File: src/rtl/alarm_time_setter.sv
// alarm_time_setter: 24-hour clock with seconds prescaler and push-button BCD alarm editor.
//   Parameter TICK_DIV : clk cycles per one-second tick (2 .. 2^27-1).
//   Optional macro TIME_SET_EN : when defined, set_sel = 1 redirects edits to the current time.
//   Ports:
//     clk      - system clock, rising edge
//     resetn   - asynchronous active-low reset
//     set_mode - 1 = edits enabled, 0 = run only
//     push_u   - increment selected field (rising edge)
//     push_d   - decrement selected field (rising edge)
//     push_c   - toggle hour/minute field (rising edge, always active)
//     set_sel  - edit target: 0 = alarm, 1 = current time (TIME_SET_EN only)
//     current  - current time BCD {H10,H1,M10,M1}
//     alarm    - alarm time BCD {H10,H1,M10,M1}
//     sec      - current seconds, binary 0..59
//     field_hr - 1 = hour field selected, 0 = minute field
//     tick     - one-cycle pulse while the prescaler sits at its last count
module alarm_time_setter #(
    parameter int TICK_DIV = 100000000
) (
    input  logic        clk,
    input  logic        resetn,
    input  logic        set_mode,
    input  logic        push_u,
    input  logic        push_d,
    input  logic        push_c,
    input  logic        set_sel,
    output logic [15:0] current,
    output logic [15:0] alarm,
    output logic [5:0]  sec,
    output logic        field_hr,
    output logic        tick
);
    localparam logic [26:0] LAST = 27'(TICK_DIV - 1);

    logic [26:0] cnt;
    logic        prev_u, prev_d, prev_c;
    logic        up, dn, act, edit_cur, edit_alm;

    function automatic logic [7:0] min_step(input logic [7:0] m, input logic inc);
        if (inc)
            return (m[3:0] == 4'd9) ? ((m[7:4] == 4'd5) ? 8'h00 : {m[7:4] + 4'd1, 4'd0})
                                    : {m[7:4], m[3:0] + 4'd1};
        return (m[3:0] == 4'd0) ? ((m[7:4] == 4'd0) ? 8'h59 : {m[7:4] - 4'd1, 4'd9})
                                : {m[7:4], m[3:0] - 4'd1};
    endfunction

    function automatic logic [7:0] hr_step(input logic [7:0] h, input logic inc);
        if (inc)
            return (h == 8'h23) ? 8'h00
                 : (h[3:0] == 4'd9) ? {h[7:4] + 4'd1, 4'd0} : {h[7:4], h[3:0] + 4'd1};
        return (h == 8'h00) ? 8'h23
             : (h[3:0] == 4'd0) ? {h[7:4] - 4'd1, 4'd9} : {h[7:4], h[3:0] - 4'd1};
    endfunction

    // Field edits never carry between minutes and hours.
    function automatic logic [15:0] edit(input logic [15:0] t, input logic hr, input logic inc);
        return hr ? {hr_step(t[15:8], inc), t[7:0]} : {t[15:8], min_step(t[7:0], inc)};
    endfunction

    // Timekeeping advance of one minute, carrying into hours.
    function automatic logic [15:0] advance(input logic [15:0] t);
        return (t[7:0] == 8'h59) ? {hr_step(t[15:8], 1'b1), 8'h00} : {t[15:8], min_step(t[7:0], 1'b1)};
    endfunction

    assign up  = push_u & ~prev_u & set_mode;
    assign dn  = push_d & ~prev_d & set_mode;
    // Coincident up and down edges cancel.
    assign act = up ^ dn;
`ifdef TIME_SET_EN
    assign edit_cur = act & set_sel;
`else
    assign edit_cur = act & set_sel & 1'b0;
`endif
    assign edit_alm = act & ~edit_cur;

    always_ff @(posedge clk or negedge resetn) begin
        if (!resetn) begin
            cnt      <= '0;
            sec      <= '0;
            current  <= 16'h0000;
            alarm    <= 16'h0700;
            field_hr <= 1'b0;
            tick     <= 1'b0;
            prev_u   <= 1'b0;
            prev_d   <= 1'b0;
            prev_c   <= 1'b0;
        end else begin
            prev_u <= push_u;
            prev_d <= push_d;
            prev_c <= push_c;
            if (push_c && !prev_c)
                field_hr <= ~field_hr;
            if (edit_alm)
                alarm <= edit(alarm, field_hr, up);
            // A current-time edit restarts the second and wins over a coincident tick.
            if (edit_cur) begin
                current <= edit(current, field_hr, up);
                sec     <= '0;
                cnt     <= '0;
                tick    <= 1'b0;
            end else begin
                cnt  <= (cnt == LAST) ? '0 : cnt + 27'd1;
                tick <= (cnt == LAST - 27'd1);
                if (cnt == LAST) begin
                    sec <= (sec == 6'd59) ? 6'd0 : sec + 6'd1;
                    if (sec == 6'd59)
                        current <= advance(current);
                end
            end
        end
    end
endmodule

File: config.mk
export PLATFORM = sky130hd
export DESIGN_NAME = alarm_time_setter
export DESIGN_NICKNAME = d
export VERILOG_FILES = /design/src/rtl/alarm_time_setter.sv
export SDC_FILE = /design/constraint.sdc
export NUM_CORES = 1
export LEC_CHECK = 0
export CAP_MARGIN = 30
export CORE_MARGIN = 10
export CORE_UTILIZATION = 61
export DETAILED_ROUTE_END_ITERATION = 7
export PLACE_DENSITY = 0.93
export SYNTH_ARGS = -nofsm -noshare
export SYNTH_HDL_FRONTEND = slang
export SYNTH_SLANG_ARGS = --single-unit
File: constraint.sdc
create_clock -name clk -period 7.45 [get_ports clk]
set_input_delay 1.49 -clock clk [delete_from_list [all_inputs] [get_ports clk]]
set_output_delay 1.49 -clock clk [all_outputs]
set_load 0.02 [all_outputs]
Word level (Yosys, flattened, before mapping)
Cells that the tools add are included.
- add/sub/neg operators: 18
- equality and inequality tests: 16
- muxes and demuxes: 29
- bitwise logic cells: 8
- reductions and logical operators: 22
- operators with widths (operator ; number):
    $mux 8 ; 23
    $eq 27x27->1 const B ; 2
    $add 4x1->4 const B ; 8
    $sub 4x1->4 const B ; 8
    $add 27x1->27 const B ; 1
    $mux 27 ; 1
    $logic_not 4->1 ; 6
    $eq 4x4->1 const B ; 4
    $eq 8x6->1 const B ; 2
    $logic_not 8->1 ; 2
    $reduce_and 4->1 ; 3
    $reduce_bool 3->1 ; 3
    $eq 4x3->1 const B ; 2
    $eq 8x7->1 const B ; 1
    $add 6x1->6 const B ; 1
    $eq 6x6->1 const B ; 1
    $mux 6 ; 1
    $ne 3x2->1 const B ; 2
    $reduce_and 2->1 ; 3
    $reduce_and 5->1 ; 1
    $and 1x1->1 ; 4
    $mux 1 ; 4
    $ne 4x4->1 const B ; 1
    $ne 3x3->1 const B ; 1
    other kinds (6) ; 8
- register bits after elaboration: 70
- bits of input ports: 7
- output and inout bits: 40
- word-level logic and storage cells: 108

Logic depth before layout (Yosys ltp)
- depth in word-level cells: 7
- mapped depth: 8
- mapped depth without buffers: 7

Least setup slack after synthesis
OpenSTA, ideal clock, no wires.
- kind: input to register
- start: input port push_d
- end: register alarm[14]
- library setup time: 0.125 ns
- data arrival time: 2.797 ns
- data required time: 7.325 ns
- setup slack: 4.528 ns
- stages on the path: 5
- path buffers: 0
- path through: nor2b_1 xnor2_1 nor4_2 o221ai_1 mux2_2
- longest elaborated chain between the ends: 4
- RTL lines (what ; RTL line ; source):
    from (decl) ; 24 ; input logic push_d,
    $and 1x1->1 (2 in series) ; 66 ; assign dn = push_d & ~prev_d & set_mode;
    $xor 1x1->1 ; 68 ; assign act = up ^ dn;
    $reduce_and 4->1 (no source line) ; n/a ;
    to (signal assigned) ; 94 ; alarm <= edit(alarm, field_hr, up);
    to (decl) ; 28 ; output logic [15:0] alarm,
No other way between the ends.
A chain may end at the register's enable or synchronous reset.

Worst setup path in the final report
- start: input port push_u
- end: register alarm[5]
- longest elaborated chain between the ends: 6
- elaborated cells on any way between the ends: 9
- those cells by class: eq/ne: 1; mux: 3; bitwise: 3; reduce/logical: 2
- RTL lines (what ; RTL line ; source):
    from (decl) ; 23 ; input logic push_u,
    $and 1x1->1 * (2 in series) ; 65 ; assign up = push_u & ~prev_u & set_mode;
    $mux 1 ; 40 ; if (inc)
    $mux 1 ; 93 ; if (edit_alm)
    $ne 3x2->1 (no source line) or $reduce_bool 2->1 (tied branches) ; n/a ;
    $reduce_and 4->1 (no source line) ; n/a ;
Every way passes the cells marked *; elsewhere a longest branch is shown, timed or not. The select of a mux whose other input is x is not followed.

==> results.txt <==
----------------------------------------------------
[Status]
  Result of the run ... complete, no violations

[Clocking]
  Number of buffers on the longest clock path ... 2
  Post CTS Setup Buffer Count ... 0
  Clock tree sinks ... 70
  CTS Buf Count ... 9
  Hold_buf cts ... 0
  Insertion delay of the later-clocked pin in the worst-skew pair ... 350 ps
  Cell chosen for the clock root ... clkbuf_8
  Post-CTS resize count ... 0
  TritonCTS clock tree ... yes
  Clock-pin slew of the registers on the worst-case setup and hold paths ... 70 ps
  CTS H-tree lvls ... 3

[Synth]
  Average instance area after synthesis ... 9.40 um2
  Leading cell types by total area after synthesis ... dfrtp_1 41%, ha_1 6.2%, nand3_1 3.8%
  Register bit count reported by yosys ... 70
  Cell taking the most area after synthesis ... dfrtp_1
  Number of warnings issued by yosys ... 0
  Post-synthesis net count ... 459
  Share of synthesized area occupied by flip-flops and latches ... 0.432
  Fraction of post-synthesis cell area in the top cell type by area ... 0.413
  Most used flip-flop cell after synthesis ... dfrtp_1
  Count of flip-flops with a built-in enable after synthesis ... 0
  Distinct cell type count after synthesis ... 63
  Async SR Flop Fraction ... 1.00
  Cells after synthesis ... 432
  Area of the mapped netlist ... roughly 4100 um2

[Placed design]
  Weighted congestion reported at the end of routability-driven placement ... 0.890
  Worst slack at placement ... 3550 ps
  Detail Placement HPWL ... 6600 um
  Total of buffers placed on input and output ports ... 45

[Floorplanning]
  Die footprint ... 10,300 um2
  Core Box Area ... between 6000 and 7000 um2
  Chip height ... 102 um
  Rows ... 29
  Width of the die ... 102 um
  Initial Util ... 0.632
  IO Pins ... 47

[Critical path]
  Critical path type ... in2reg
  Delay of the slowest cell on the worst path ... 720 ps
  Worst path arrival time ... 3850 ps
  R2R Setup Slk ... 4650 ps
  Startpoint kind of the worst setup timing path ... input port
  WP data required ... 7700 ps
  Setup crit end kind ... flop
  Cell with the largest stage delay on the worst path ... a211oi_1
  Cell breakdown of the critical path ... clkdlybuf4s50_1 -> nand3b_1 -> nand3_1 -> a211oi_1 -> o221ai_1 -> o21a_1
  Maximum fanout along the worst path ... 12

[Global routing]
  Pin count of the biggest net entering global routing ... between 70 and 80
  Number of antenna violations at the first check in global routing ... 0
  Overall overflow remaining after global route ... 0
  Vias in the first global route ... 3,327
  All-layer global routing usage ... 0.183
  Wire length of the first global-routing pass ... 15,500 um

[Timing]
  Final critical path time including I/O delays and setup ... 3600 ps
  Max-slew headroom ... 0.429
  Accumulated negative setup slack ... 0 ps
  Post-Route Skew ... approximately 7 ps
  Hold Violations, Final ... 0
  Final hold slack ... 500 ps
  Max Transition Viols Final ... 0
  Worst-margin pin slew ... 857 ps
  Fraction of the cycle the final worst path needs ... 0.483
  Final critical-path setup slack ... 3850 ps
  Maximum clock frequency ... between 0.2 and 0.3 GHz
  RSZ-0062 raised after global routing ... false
  Final-report setup violation count ... 0

[Routing]
  DRT antenna net count ... 0
  Via total after detailed routing ... 3,475
  Initial drt markers ... 245
  TritonRoute pass-1 iters ... 5
  Routed wire length ... 9170 um
  Routed length per placed instance ... 16.4 um
  Drt drc ... 0
  Via density ... between 6 and 7

[Final layout]
  Synthesis-to-finish area growth ... 17.5%
  Antenna diodes ... 0
  Leading cell type in the layout, fill and taps excluded ... dfrtp_1
  Commonest non-fill, non-tap cells in the layout ... 67 x dfrtp_1, 44 x clkdlybuf4s50_1, 37 x nor2_1, 31 x nand3_1, 29 x nand2_1
  NumNets Final ... 503
  Share of final-layout standard cells stronger than drive strength 1 ... 0.0728

[Pwr]
  Maximum vdd ir drop ... between 0.0001 and 0.00015 V
  Clk network pwr share ... 0.289
  Total power ... between 0.001 and 0.0015 W
  Leakage component of the power ... 1.99 nW
  Total net switching power ... between 0.0003 and 0.0004 W
  Internal power of the cells ... 0.000757 W
  Seq pwr share ... 0.428
  Combinational share of power ... 0.283
  Proportion of total power due to net switching ... 0.345
  Total power density per cell area ... 242 nW/um2

[Flow run]
  Max-cap violation count ... 0

[Worst hold path]
  Kind of path behind the tightest hold check ... reg2reg

----------------------------------------------------
==> synth_stat cells, drive strengths merged, types with 2 or more instances <==
library cell,instances
a21o,3
or3,3
nor2,38
ha,20
o21ai,25
a211oi,3
a21oi,18
dfrtp,67
and4,5
inv,23
a32oi,2
nand3b,2
nand2b,7
mux2,7
a22o,2
o22ai,2
o211ai,2
a31oi,4
dfstp,3
or4,3
nor3,10
nor3b,2
nand2,29
xnor2,16
nor4,7
buf,4
and3,7
nor2b,6
and2,6
o31ai,20
nand3,31
xor2,9
o221ai,3
or2,5
nand4,13
clkbuf,9
==> state kept, by name (all words and copies together), names as in the netlist <==
register,flops
prev_u,1
alarm,16
tick,1
cnt,27
prev_c,1
field_hr,1
sec,6
current,16
prev_d,1
==> worst max-delay path, delay by kind of cell <==
family | cells | cell delay [ps]
AOI/OAI and AO/OA | 3 | 1140
buffers and inverters | 1 | 460
and+or+nand+nor | 2 | 760
==> path summary, 6_finish.rpt <==
check,end,depth (start not counted),startpoint
hold / removal,cnt[25]$_DFF_PN0_,1,cnt[25]$_DFF_PN0_
setup reg to reg,alarm[14]$_DFFE_PN0P_,6,alarm[8]$_DFFE_PN1P_
min in group asynchronous,alarm[7]$_DFFE_PN0P_,2,resetn
hold reg to reg,cnt[25]$_DFF_PN0_,1,cnt[25]$_DFF_PN0_
setup / recovery,alarm[5]$_DFFE_PN0P_,6,push_u
max in group asynchronous,cnt[26]$_DFF_PN0_,2,resetn
==> cell type report <==
| type | count | area (um2) |
|---|---|---|
| sequential | 70 | 1760 |
| multi-input combinational | 326 | 2160 |
| inverter | 23 | 86.3 |
| timing repair buffer | 46 | 453 |
| tap | 77 | 96.3 |
| fill | 443 | 1650 |
| clock buffer | 13 | 179 |
| clock inverter | 3 | 40.0 |
==> per-layer routing <==
metal | vias up | GRT usage | wire [um]
li1 | 1663 | - | -
met1 | 1700 | 0.218 | 3870
met2 | 100 | 0.306 | 4520
met3 | 12 | 0.0524 | 659
met4 | 0 | 0.0682 | 119
met5 | - | 0 | 0
==> power by group through the flow <==
stage | Clock [W] | Sequential, W | Combinational (W)
after floorplan | 0 | 0.000515 | 0.000180
after global placement | 0 | 0.000494 | 0.000310
after detailed placement | 0 | 0.000500 | 0.000327
after CTS | 0.000337 | 0.000493 | 0.000327
after global routing | 0.000354 | 0.000504 | 0.000363
final | 0.000334 | 0.000495 | 0.000327
==> cells by family (layout without fill, tap and decap cells) <==
kind of cell | Yosys count | count (layout) | synth area share
flops | 70 | 70 | 0.432
xor+xnor | 25 | 25 | 0.0539
mux | 7 | 7 | 0.0203
compound gates | 94 | 94 | 0.150
simple gates | 180 | 180 | 0.246
fa+ha+maj | 20 | 20 | 0.0616
buf+inv | 36 | 85 | 0.0357
==> metrics by stage <==
stage	cell area, um2	util	instances
2_1_floorplan	4060	-	432
3_3_place_gp	4550	0.709	542
3_5_place_dp	4550	0.709	542
4_1_cts	4770	0.743	558
5_1_grt	4770	0.743	558
6_report	4770	0.743	558
Power figures use the tool's default switching activity.
